$ cat config.mk
export PLATFORM = sky130hd
export DESIGN_NAME = carry_save_resolver
export DESIGN_NICKNAME = d
export VERILOG_FILES = /design/src/rtl/carry_save_resolver.sv
export SDC_FILE = /design/constraint.sdc
export NUM_CORES = 1
export LEC_CHECK = 0
export ABC_AREA = 1
export CORE_MARGIN = 8
export CORE_UTILIZATION = 25
export DETAILED_ROUTE_END_ITERATION = 6
export GPL_TIMING_DRIVEN = 1
export SYNTH_ARGS = -nofsm -noshare
export SYNTH_HDL_FRONTEND = slang
export SYNTH_SLANG_ARGS = --single-unit
$ cat constraint.sdc
create_clock -name clk -period 2.6 [get_ports clk]
set_input_delay 0.26 -clock clk [delete_from_list [all_inputs] [get_ports clk]]
set_output_delay 0.26 -clock clk [all_outputs]
set_load 0.03 [all_outputs]
$ cat src/rtl/carry_save_resolver.sv
// carry_save_resolver: resolves a carry-save pair into one WIDTH-bit sum, SEG bits per cycle; result valid WIDTH/SEG+1 cycles after accept.
// Result holds until out_ready, and a new pair may be taken in the retire cycle. Define CPA_STICKY_EN to add out_sticky.
module carry_save_resolver #(
   parameter int WIDTH       = 16,
   parameter int SEG         = 4,
   parameter int STICKY_BITS = 8
) (
   input  logic             clk,
   input  logic             rst,
   input  logic             in_valid,
   output logic             in_ready,
   input  logic [WIDTH-1:0] pp0,
   input  logic [WIDTH-1:0] pp1,
   output logic             out_valid,
   input  logic             out_ready,
   output logic [WIDTH-1:0] out_sum,
   output logic             out_cout
`ifdef CPA_STICKY_EN
   ,
   output logic             out_sticky
`endif
);

   localparam int NSEG = WIDTH / SEG;
   localparam int SEGW = (NSEG > 1) ? $clog2(NSEG) : 1;
   localparam logic [SEGW-1:0] LAST_SEG = SEGW'(NSEG - 1);

   generate
      if ((WIDTH % SEG) != 0 || NSEG < 2 || STICKY_BITS < 1 || STICKY_BITS > WIDTH) begin : g_bad_cfg
         $error("carry_save_resolver: unsupported WIDTH/SEG/STICKY_BITS combination");
      end
   endgenerate

   typedef enum logic [1:0] {
      IDLE = 2'd0,
      ADD  = 2'd1,
      DONE = 2'd2
   } state_t;

   state_t state, state_nxt;

   // Held low through reset so in_ready only rises on the first edge after release.
   logic live;

   logic                   accept;
   logic                   last_seg;
   logic [WIDTH-1:0]       opa, opb;
   logic [WIDTH-SEG-1:0]   acc;
   logic                   carry;
   logic [SEGW-1:0]        seg;
   logic [SEG:0]           seg_sum;
   logic [WIDTH-1:0]       sum_nxt;

   always_ff @(posedge clk or posedge rst) begin
      if (rst) begin
         state <= IDLE;
         live  <= 1'b0;
      end else begin
         state <= state_nxt;
         live  <= 1'b1;
      end
   end

   always_comb begin
      state_nxt = state;
      in_ready  = 1'b0;
      out_valid = 1'b0;
      case (state)
         IDLE: begin
            in_ready = live;
            if (in_valid && live)
               state_nxt = ADD;
         end
         ADD: begin
            if (last_seg)
               state_nxt = DONE;
         end
         DONE: begin
            out_valid = 1'b1;
            in_ready  = out_ready;
            if (out_ready)
               state_nxt = in_valid ? ADD : IDLE;
         end
         default: state_nxt = IDLE;
      endcase
   end

   assign accept   = in_valid && in_ready;
   assign last_seg = (state == ADD) && (seg == LAST_SEG);

   // Operands shift down so the active segment always sits in the low SEG bits;
   // partial results enter acc from the top, leaving the full sum aligned at the end.
   assign seg_sum = {1'b0, opa[SEG-1:0]} + {1'b0, opb[SEG-1:0]} + {{SEG{1'b0}}, carry};
   assign sum_nxt = {seg_sum[SEG-1:0], acc};

   always_ff @(posedge clk or posedge rst) begin
      if (rst) begin
         opa      <= '0;
         opb      <= '0;
         acc      <= '0;
         carry    <= 1'b0;
         seg      <= '0;
         out_sum  <= '0;
         out_cout <= 1'b0;
      end else if (accept) begin
         opa   <= pp0;
         opb   <= pp1;
         carry <= 1'b0;
         seg   <= '0;
      end else if (state == ADD) begin
         opa   <= opa >> SEG;
         opb   <= opb >> SEG;
         acc   <= sum_nxt[WIDTH-1:SEG];
         carry <= seg_sum[SEG];
         seg   <= seg + SEGW'(1);
         if (last_seg) begin
            out_sum  <= sum_nxt;
            out_cout <= seg_sum[SEG];
         end
      end
   end

`ifdef CPA_STICKY_EN
   always_ff @(posedge clk or posedge rst) begin
      if (rst)
         out_sticky <= 1'b0;
      else if (!accept && last_seg)
         out_sticky <= |sum_nxt[STICKY_BITS-1:0];
   end
`endif

endmodule

==> results of run 1 <==
[where the power goes]
part           internal (µW)  total (µW)  switching, µW
logic                    748        2020           1270
registers               1480        1720            240
clock network           1030        1470            435
total                   3260        5210           1940
[synth_stat cells (3+ instances only)]
library cell / count
a21oi_1: 3
buf_1: 3
buf_2: 6
buf_4: 3
buf_6: 9
dfrtp_1: 67
ha_1: 4
inv_1: 40
inv_2: 3
nand2_1: 132
nand3_1: 64
nand3_2: 3
nor2_1: 4
o21ai_0: 15
o21ai_1: 7
[layout by cell type, fill, tap and decap left out, types with 5 or more instances in the layout]
cell type,n
dfrtp_1,67
o21ai_0,15
nand2_1,132
nand3_1,64
inv_1,39
o21ai_1,7
clkbuf_16,9
buf_4,5
clkdlybuf4s50_1,54
[routing by layer]
metal | wire (µm) | part of all wire
met3 | 502 | 0.070
met2 | 3270 | 0.45
met5 | 0 | 0
met1 | 3330 | 0.46
met4 | 92 | 0.013
[flip-flops by register name, summed over array words and instances, names as in the netlist]
signal	cells
opa	16
opb	16
out_sum	16
acc	12
seg	2
state	2
carry	1
live	1
out_cout	1
[worst paths after layout]
path	start	end	cells after the start
min	rst	opa[14]	3
max	state[0]	in_ready	4
max in group asynchronous	rst	acc[11]	3
min reg2reg	acc[2]	out_sum[2]	2
min in group clk	acc[2]	out_sum[2]	2
max reg2reg	opa[0]	carry	6
[kinds of logic after synthesis]
kind of cell	after synthesis
AND/OR/NAND/NOR	208
adder cells (fa/ha/maj)	6
buffers and inverters	65
AO/OA/AOI/OAI	28
other	1
XOR/XNOR	2
flip-flops	67
[final cells by class]
type                       instances  share of cell area
tap                              172              0.0515
timing repair buffer              60               0.143
sequential                        67               0.401
inverter                          43              0.0386
multi-input combinational        245               0.280
clock inverter                     5              0.0299
clock buffer                      11              0.0557
[stage by stage]
step / area [µm²] / total power (µW) / setup WS, ns / cells / hold WS (ns)
final: 4180 / 5210 / 0.563 / 603 / 0.298
after global routing: 4180 / 5610 / 0.496 / 603 / 0.368
after CTS: 4180 / 5280 / 0.536 / 603 / 0.339
after detailed placement: 3820 / 3780 / 0.624 / 587 / 0.464
after global placement: 3820 / 3720 / 0.616 / 587 / 0.459
after floorplan: 3180 / 3270 / 0.657 / 377 / 0.356
[critical path: cells and delay by family (launching register included)]
family	cells	cell delay, ns
buffers and inverters	2	0.83
DFF	1	0.41
and+or+nand+nor	2	0.20
==> flow_summary.json, run 1 <==
{
  "grt_pass1_wl_um": 12000,
  "synth_warnings": 0,
  "gr-total-overflow": 0,
  "antenna-diode-count": 0,
  "setup_violations": 0,
  "seq_area_frac_synth": 0.528,
  "grt.met3_usage": 0.0339,
  "cts_tree": "yes",
  "power_leakage_uw": 0.00208,
  "drtIter0Drc": 203,
  "synth_enable_flop_cells": 0,
  "track_usage": 0.0915,
  "syn-cell-area_um2": 3180,
  "core-area_um2": 12500,
  "initial_core_util": 0.254,
  "ys.flop_type": "dfrtp_1",
  "critPathSlowestCell": "clkdlybuf4s50_1",
  "drt_pass1_iterations": 4,
  "ant_nets": 0,
  "syn_area_per_cell_um2": 8.43,
  "r2r_setup_slack_ns": 0.80,
  "portBuffers": 54,
  "routed_wirelength_um": 7200,
  "ir_drop_uv": 449,
  "critPathMaxFanout": 4,
  "gpl.final_weighted_congestion": 0.738,
  "gr-usage-met2": 0.143,
  "drc": 0,
  "crit_chain": "inv_2 -> nand3_1 -> nand2_4 -> clkdlybuf4s50_1",
  "die_area_um2": 16600,
  "io_pins": 55,
  "fin_crit_ns": 2.04,
  "max_freq_ghz": 0.491,
  "rows": 41,
  "nFillCells": 1349,
  "clkLatencyLatePin_ns": 0.33,
  "drv_slew": 0,
  "finalCoreUtilization": 0.334,
  "required_ns": 2.34,
  "syn_nets": 419,
  "cpPeakStageDelay_ns": 0.74,
  "wl_per_cell_um": 11.9,
  "antenna_found_initial": 0,
  "fin_crit_sh": 0.783,
  "synth_fa_ha_area_frac": 0.0283,
  "synth_compound_gate_area_share": 0.0472,
  "synth_cell_type_count": 24,
  "root_buffer": "clkbuf_16",
  "postCtsHoldBufs": 0,
  "dpl.hpwl_um": 4800,
  "rsz0062_at_grt": "false",
  "vias_per_cell": 4.12,
  "syn_inst": 377,
  "regArea_um2": 1680,
  "cts_resized": 0,
  "min_path_type": "input pin to asynchronous set/reset pin",
  "worst_slew_margin_rel": 0.436,
  "yosys.area_share.simple": 0.286,
  "fin_nets": 468,
  "cap_violations": 0,
  "critical_path_class": "flip-flop to output port",
  "cp.arrival_ns": 1.78,
  "outcome": "finished clean",
  "cts_buffer_depth": 2,
  "multi_input_area_um2": 1170,
  "synthArstFlopShare": 1.00,
  "muxShareOfSynthArea": 0,
  "numCtsBuffers": 9,
  "tns_ns": 0,
  "area_growth_pct": 31.5,
  "layout-drive-gt1-share": 0.0742,
  "finalHoldViolCount": 0,
  "worstMarginPinSlew_ns": 0.845,
  "yosysTopAreaCellShare": 0.528,
  "postCtsSetupBuffers": 0,
  "fp.dieW_um": 129,
  "yosys-top-cells-area": "dfrtp_1 53%, nand2_1 16%, nand3_1 10%, inv_1 4.7%, buf_6 3.2%",
  "die_h_um": 129,
  "synth-xor-area-share": 0.00551,
  "endpoint_kind": "output port",
  "vias": 2486,
  "grt_pass1_vias": 2486,
  "grt_max_degree": 68,
  "ys_ff_latch": 67,
  "use_met1": 0.114,
  "startpoint_type": "flip-flop",
  "synth_top_area_cell": "dfrtp_1",
  "synth_top_family_by_area": "simple AND/OR/NAND/NOR gates",
  "path_clk_slew_ns": 0.05,
  "cts_max_level": 3,
  "power_density_nw_per_um2": 1250,
  "finalClockSkew_ns": 0.00618,
  "busiest_layer": "met2",
  "clock-sinks": 67
}
No activity file was read; power rests on OpenSTA's default activity.
==> inputs of run 2 (changes only) <==
clock period = 1.94 ns   (was 2.6 ns; I/O delays follow)
==> run 2 against run 1 <==
  * First-iteration DRC count is 31% higher
  * Critical endpoint is now out_valid
  * Largest power group unchanged
  * Largest cell class unchanged
  * Critical path depth is 1 lower
  * Register-to-register slack worse by 0.63 ns
==> flow_summary.json, run 2 (synthesis gave the netlist of run 1 again) <==
{
  "core-area_um2": 12500,
  "cts_max_level": 3,
  "startpoint_type": "flip-flop",
  "gpl.final_weighted_congestion": 0.796,
  "postCtsHoldBufs": 0,
  "io_pins": 55,
  "gr-total-overflow": 0,
  "critical_path_class": "flip-flop to output port",
  "cp.arrival_ns": 1.61,
  "area_growth_pct": 31.8,
  "rsz0062_at_grt": "false",
  "layout-drive-gt1-share": 0.0855,
  "drv_slew": 0,
  "fin_nets": 470,
  "cap_violations": 0,
  "portBuffers": 54,
  "fp.dieW_um": 129,
  "drt_pass1_iterations": 4,
  "power_leakage_uw": 0.00209,
  "die_area_um2": 16600,
  "final_common_cell": "nand2_1",
  "setup_violations": 0,
  "fin_crit_ns": 1.80,
  "worstMarginPinSlew_ns": 0.867,
  "grt_pass1_wl_um": 12000,
  "ant_nets": 0,
  "initial_core_util": 0.254,
  "drtIter0Drc": 265,
  "drc": 0,
  "power_density_nw_per_um2": 1620,
  "finalInstanceArea_um2": 4190,
  "max_freq_ghz": 0.556,
  "vias": 2495,
  "outcome": "finished clean",
  "numCtsBuffers": 9,
  "track_usage": 0.0907,
  "fin_crit_sh": 0.928,
  "dpl.hpwl_um": 4920,
  "clock-sinks": 67,
  "final_cell_mix": "132 x nand2_1, 67 x dfrtp_1, 64 x nand3_1",
  "cts_tree": "yes",
  "postCtsSetupBuffers": 0,
  "antenna-diode-count": 0,
  "grt_max_degree": 49,
  "cts_resized": 0,
  "r2r_setup_slack_ns": 0.17,
  "antenna_found_initial": 0,
  "min_path_type": "input pin to asynchronous set/reset pin",
  "finalClockSkew_ns": 0.00717,
  "die_h_um": 129,
  "clkLatencyLatePin_ns": 0.32,
  "cts_buffer_depth": 2,
  "placed_area_um2": 3860,
  "endpoint_kind": "output port",
  "top_regs": "opa (16), opb (16), out_sum (16)",
  "vias_per_cell": 4.12,
  "wl_per_cell_um": 11.6,
  "rows": 41,
  "path_clk_slew_ns": 0.06,
  "worst_slew_margin_rel": 0.421,
  "required_ns": 1.75,
  "nFillCells": 1342,
  "ir_drop_uv": 586,
  "root_buffer": "clkbuf_16",
  "finalHoldViolCount": 0,
  "tns_ns": 0,
  "routed_wirelength_um": 7030,
  "critPathMaxFanout": 4,
  "grt_pass1_vias": 2515
}
## run 2: worst paths after layout
check / from / to / depth (start not counted)
max: state[1] / out_valid / 3
min: rst / opa[15] / 2
max reg2reg: opa[0] / carry / 6
min reg2reg: acc[0] / out_sum[0] / 2
max in group asynchronous: rst / out_sum[13] / 3
min in group clk: pp0[13] / opa[13] / 3
## run 2: cell type report
class                      count  area, µm²  area share
clock inverter                 6       88.8      0.0212
tap                          172        215      0.0514
inverter                      43        161      0.0385
multi-input combinational    245       1170       0.280
sequential                    67       1680       0.400
timing repair buffer          62        636       0.152
clock buffer                  10        239      0.0571
## run 2: metrics by stage
step	setup slack, ns	cells	util	total power, µW	hold WS [ns]
after floorplan	0.0628	377	-	4380	0.290
after global placement	0.228	589	0.308	5010	0.457
after detailed placement	0.190	589	0.308	5100	0.463
after CTS	0.104	605	0.335	6880	0.226
after global routing	0.0300	605	0.335	7350	0.249
final	0.140	605	0.335	6790	0.207
## run 2: worst max-delay path, stage by stage (launching register included)
cell             delay [ns]
dfrtp_1                0.42
inv_1                  0.08
nor2_1                 0.11
clkdlybuf4s50_1        0.68
## run 2: metal layers
metal / GRT usage / part of all wire / wire [µm] / vias to the layer above
met4: 0.0311 / 0.011 / 79 / 0
met2: 0.138 / 0.45 / 3190 / 58
met3: 0.0364 / 0.063 / 444 / 9
met5: 0 / 0 / 0 / -
met1: 0.114 / 0.47 / 3320 / 1145
li1: - / - / - / 1283
## run 2: power breakdown
part / switching [µW] / leakage (µW) / total, µW / internal (µW)
clock: 585 / 0.000155 / 1740 / 1160
sequential: 319 / 0.000862 / 2300 / 1980
combinational: 1720 / 0.00107 / 2750 / 1030
total: 2620 / 0.00209 / 6790 / 4170
==> inputs of run 3 (changes only) <==
CTS_CLUSTER_DIAMETER = 120   (was not set)
CTS_CLUSTER_SIZE = 40   (was not set)
==> results of run 3 <==
No change in the layout: final DEF, timing and power equal those of run 2.
==> variant 1 (flow settings as in run 1) <==
The 3 states of `state_t` get a one-hot encoding in 3 bits.
--- a/src/rtl/carry_save_resolver.sv
+++ b/src/rtl/carry_save_resolver.sv
@@ -32,8 +32,8 @@
    endgenerate
 
-   typedef enum logic [1:0] {
-      IDLE = 2'd0,
-      ADD  = 2'd1,
-      DONE = 2'd2
+   typedef enum logic [2:0] {
+      IDLE = 3'b001,
+      ADD  = 3'b010,
+      DONE = 3'b100
    } state_t;
 
Check against the original RTL: no difference found for any inputs over 10 cycles, from zero or initial values and one cycle with rst high; not proved beyond that.
==> variant 1 against run 1 <==
Setup slack worse by 0.076 ns. Largest power group is now sequential cells. Synthesized cell count down 10%. Highest routed layer unchanged. First-iteration DRC count down 23%. Routed wire length down 2.0%. Via count down 1.8%. Design area down 0.54%. Synthesized area up 0.71%. Sequential cell count up 1. Critical path depth unchanged. Clock power down 20%. Power down 12%. Critical endpoint unchanged. Die area up 0.61%.
==> variant 1: results (changes against run 1) <==
- Net Switching: 1.676 mW (-14%)
- Initial antenna violation count: 0 (unchanged)
- Post-CTS Setup Bufs: 0 (unchanged)
- Ys Warns: 0 (unchanged)
- Net count after synthesis: 381 (-9.1%)
- Register area share after synthesis: 0.5321 (+0.004497)
- Final wirelength: 7052 um (-2.0%)
- Synth cell count leaders: 85 x nand2_1, 77 x nand3_1, 67 x dfrtp_1, 19 x nand3_2, 17 x inv_1
- Placed insts: 550 (-6.3%)
- First-pass GRT wire length: 11,950 um (-0.75%)
- DRT iter0 DRCs: 156 (-23%)
- TritonCTS buffer count: 9 (unchanged)
- Mapped Cells: 339 (-10%)
- Clock root buffer: clkbuf_16
- Synth top area cells: dfrtp_1 52%, nand3_1 12%, nand2_1 10%, nand3_2 5.9%, o21ai_2 2.7%
- Largest regs: opa (16), opb (16), out_sum (16)
- Fin Setup TNS: 0 ns (unchanged)
- Vias/cell: 4.314 (+4.7%)
- DRT Pass-1 Iters: 4 (unchanged)
- Worst-Skew Late Latency: between 0.3 and 0.4 ns
- Worst ir drop on vdd: 0.3845 mV (-14%)
- CTS max path bufs: 2 (unchanged)
- Final #Nets: 431 (-7.9%)
- Largest net degree at the start of global routing: 69 (+1.5%)
- Worst hold path class: primary input to async pin
- Relative slew slack: 0.6534 (+0.2176)
- Count of input and output buffers: 54 (unchanged)
- H-tree depth: 3 (unchanged)
- WP data arrival: 1.85 ns (+0.07 ns)
- FFs w/ async S/R, synth: 1.000 (unchanged)
- Crit path max fanout: 4 (unchanged)
- RD Place Congestion: 0.7752 (+5.0%)
- Leak pwr: 1.924 nW (-7.6%)
- Dpl hpwl: 4893 um (+1.9%)
- Outcome: finished clean
- Clock Skews: 0.005927 ns (-0.0002526 ns)
- Share of post-route cells with drive strength above 1: 0.1523 (+0.07804)
- Diode count: 0 (unchanged)
- Post-cts resize count: 0 (unchanged)
- Post-synthesis cell type count: 27 (+13%)
- Filler cell count: 1,316 (-2.4%)
- Clk slew on worst S/H paths: 0.05 ns (about the same)
- Total number of vias: 2,442 (-1.8%)
- Pre-CTS WS: 0.6773 ns (+0.05364 ns)
- Max-cap violation count: 0 (unchanged)
- GRT Total Usage: 0.08988 (-0.001588)
- Most used flip-flop cell after synthesis: dfrtp_1
[variant 1: kinds of logic (layout without fill, tap and decap cells)]
group	count (synthesis)	count (layout)	share of synthesized area
AO/OA/AOI/OAI	29	29	0.05707
flip-flops	68	68	0.5321
buffers and inverters	40	95	0.06724
adder cells (fa/ha/maj)	6	6	0.02815
AND/OR/NAND/NOR	194	194	0.3116
other	1	1	0.001172
XOR/XNOR	1	1	0.002737
[variant 1: final timing paths]
| check | from | end | slack, ns | depth (start not counted) |
|---|---|---|---|---|
| worst min register to register | out_sum[1] | out_sum[1] | 0.47 | 2 |
| worst max register to register | opa[0] | acc[10] | 0.76 | 6 |
| max in group asynchronous | rst | state[0] | 1.93 | 3 |
| min in group clk | out_sum[1] | out_sum[1] | 0.47 | 2 |
| worst min-delay path | rst | out_sum[2] | 0.33 | 3 |
| worst max-delay path | state[1] | in_ready | 0.49 | 4 |
[variant 1: worst max-delay path, cell delays in order (launching register included)]
cell,delay (ns)
dfrtp_1,0.41
nor2_1,0.18
nand3_1,0.11
nand2_2,0.13
clkdlybuf4s50_1,0.70
[variant 1: metal layers]
layer / global-route usage / up-vias / part of all wire
met1: 0.1167 / 1149 / 0.49
met5: 0 / - / 0
li1: - / 1227 / -
met3: 0.03246 / 5 / 0.063
met4: 0.02695 / 0 / 0.0084
met2: 0.1366 / 61 / 0.44
[variant 1: area by class of cell]
class / instances / share of cell area
timing repair buffer: 60 / 0.1438
sequential: 68 / 0.4096
clock inverter: 5 / 0.01264
multi-input combinational: 231 / 0.3085
inverter: 19 / 0.01776
clock buffer: 11 / 0.05597
tap: 172 / 0.05176
[variant 1: through the flow]
stage          hold slack [ns]    util  area, um2  total power, mW
6_report                0.3325  0.3308       4158            4.573
5_1_grt                 0.3737  0.3308       4158            4.954
4_1_cts                 0.3606  0.3308       4158            4.646
3_5_place_dp            0.4576  0.3081       3872            3.451
3_3_place_gp            0.4538  0.3081       3872            3.377
2_1_floorplan           0.4079       -       3201            2.966
[variant 1: power groups by stage]
stage          registers (mW)  clock network (mW)  logic, mW
6_report                 1.77                1.18       1.62
3_5_place_dp             1.79                   0       1.66
5_1_grt                  1.83                1.27       1.86
2_1_floorplan            1.88                   0       1.09
3_3_place_gp             1.77                   0       1.61
4_1_cts                  1.78                1.21       1.66
==> variant 2 (settings of run 1) <==
Without the edit above. The option `CPA_STICKY_EN` is turned on by a define.
--- a/src/rtl/carry_save_resolver.sv
+++ b/src/rtl/carry_save_resolver.sv
@@ -1,4 +1,6 @@
 // carry_save_resolver: resolves a carry-save pair into one WIDTH-bit sum, SEG bits per cycle; result valid WIDTH/SEG+1 cycles after accept.
 // Result holds until out_ready, and a new pair may be taken in the retire cycle. Define CPA_STICKY_EN to add out_sticky.
+`define CPA_STICKY_EN
+
 module carry_save_resolver #(
    parameter int WIDTH       = 16,
Behaviour (old outputs only; new: out_sticky): unchanged (equiv_simple and equiv_induct, registers matched by name and starting in step).
==> variant 2 against run 1 <==
Hold slack improved by 0.033 ns. Design area decreased by 0.21%. Combinational power increased by 4%. Synthesized area increased by 0.47%. Routed wire length increased by 3.2%. Sequential cell count increased by 1. Setup slack got worse by 0.030 ns. Highest routed layer unchanged. Register-to-register slack got worse by 0.04 ns. Count of clock-buffer cells in the layout unchanged. Power decreased by 2.7%.
==> variant 2: results (changes against run 1) <==
- Largest stage delay, worst path: 0.77 ns (+0.03 ns)
- Post-synthesis cell type count: 27 (+13%)
- Net count after synthesis: 421 (+0.48%)
- WP data arrival: 1.81 ns (+0.03 ns)
- Top-area cell type share of the netlist area: 0.5329 (+0.005356)
- Met2 WL post-DR: 3166 um (-3.3%)
- Synth Area in XOR/XNOR: 0.005486 (-0.00002592)
- DRT iter0 DRCs: 198 (-2.5%)
- Dpl hpwl: 5240 um (+9.1%)
- Final #Nets: 472 (+0.85%)
- Number of global-route vias before repair: 2,478 (-0.32%)
- Pre-CTS WS: 0.6014 ns (-0.02225 ns)
- Final wirelength: 7429 um (+3.2%)
- Share of post-route cells with drive strength above 1: 0.07373 (-0.0005132)
- RD Place Congestion: 0.7734 (+4.8%)
- Filler cell count: 1,328 (-1.6%)
- Register area share after synthesis: 0.5329 (+0.005356)
- Synth top area cells: dfrtp_1 53%, nand2_1 15%, nand3_1 10%, inv_1 5.1%, o21ai_1 2.4%
- Layout Cells excl Fill: 606 (+0.50%)
- Outcome: finished clean
- Switch share: 0.4014 (+0.02774)
- Largest net degree at the start of global routing: 52 (-24%)
- Area of the multi-input gates: 0.001185 mm2 (+1.2%)
- GRT Total Usage: 0.09283 (+0.001359)
- Count of input and output buffers: 55 (+1.9%)
- Compound-Gate Fraction of Synth Area: 0.05329 (+0.006047)
- Clock Skews: 0.006163 ns (-0.00001654 ns)
- Cell Area, Placed: 0.003879 mm2 (+1.5%)
- WL met1: 3714 um (+12%)
- Hold slack: 0.3306 ns (+0.03291 ns)
- Worst-margin pin slew: 0.6699 ns (-0.1752 ns)
- Leak pwr: 2.073 nW (-0.45%)
- Worst ir drop on vdd: 0.3547 mV (-21%)
- Adder-cell share of the synthesized area: 0.02821 (-0.0001333)
- Vias/cell: 4.198 (+1.8%)
variant 2: cell count changes after synthesis, sizes merged:
| cell | delta |
|---|---|
| nand4 | +2 |
| nand2 | -7 |
| o21bai | +1 |
| nand3 | +2 |
| buf | -2 |
| xor2 | +1 |
| o21ai | +4 |
| nand3b | -2 |
| clkbuf | +1 |
| dfrtp | +1 |
| inv | +2 |
| xnor2 | -1 |
variant 2: power groups by stage:
stage                     Combinational, mW  Sequential (mW)  Clock, mW
after floorplan                        1.33             1.95          0
after CTS                              2.13             1.77       1.22
after detailed placement               2.12             1.78          0
after global routing                   2.39             1.82       1.26
final                                  2.10             1.76       1.20
after global placement                 2.06             1.77          0
variant 2: routing by layer:
layer | up-vias | GRT usage
met4 | 0 | 0.02488
met3 | 5 | 0.03369
met5 | - | 0
met1 | 1178 | 0.1287
li1 | 1289 | -
met2 | 72 | 0.1327
variant 2: critical path, delay by kind of cell, from the launching register on:
family	cells	cell delay, ns
buf+inv	2	0.86
simple gates	2	0.20
flops	1	0.41
variant 2: how the worst max path moves through the flow:
stage                to  slack (ns)  cells after the start
3_3_place_gp   in_ready        0.60                      4
6_report       in_ready        0.53                      4
2_1_floorplan    acc[0]        0.63                      1
3_5_place_dp   in_ready        0.60                      4
5_1_grt        in_ready        0.44                      4
4_1_cts        in_ready        0.51                      4
variant 2: final cells by class:
type | instances | share of cell area
sequential | 68 | 0.4079
multi-input combinational | 245 | 0.2840
timing repair buffer | 61 | 0.1458
clock buffer | 11 | 0.05819
tap | 172 | 0.05159
inverter | 45 | 0.04049
clock inverter | 4 | 0.01200
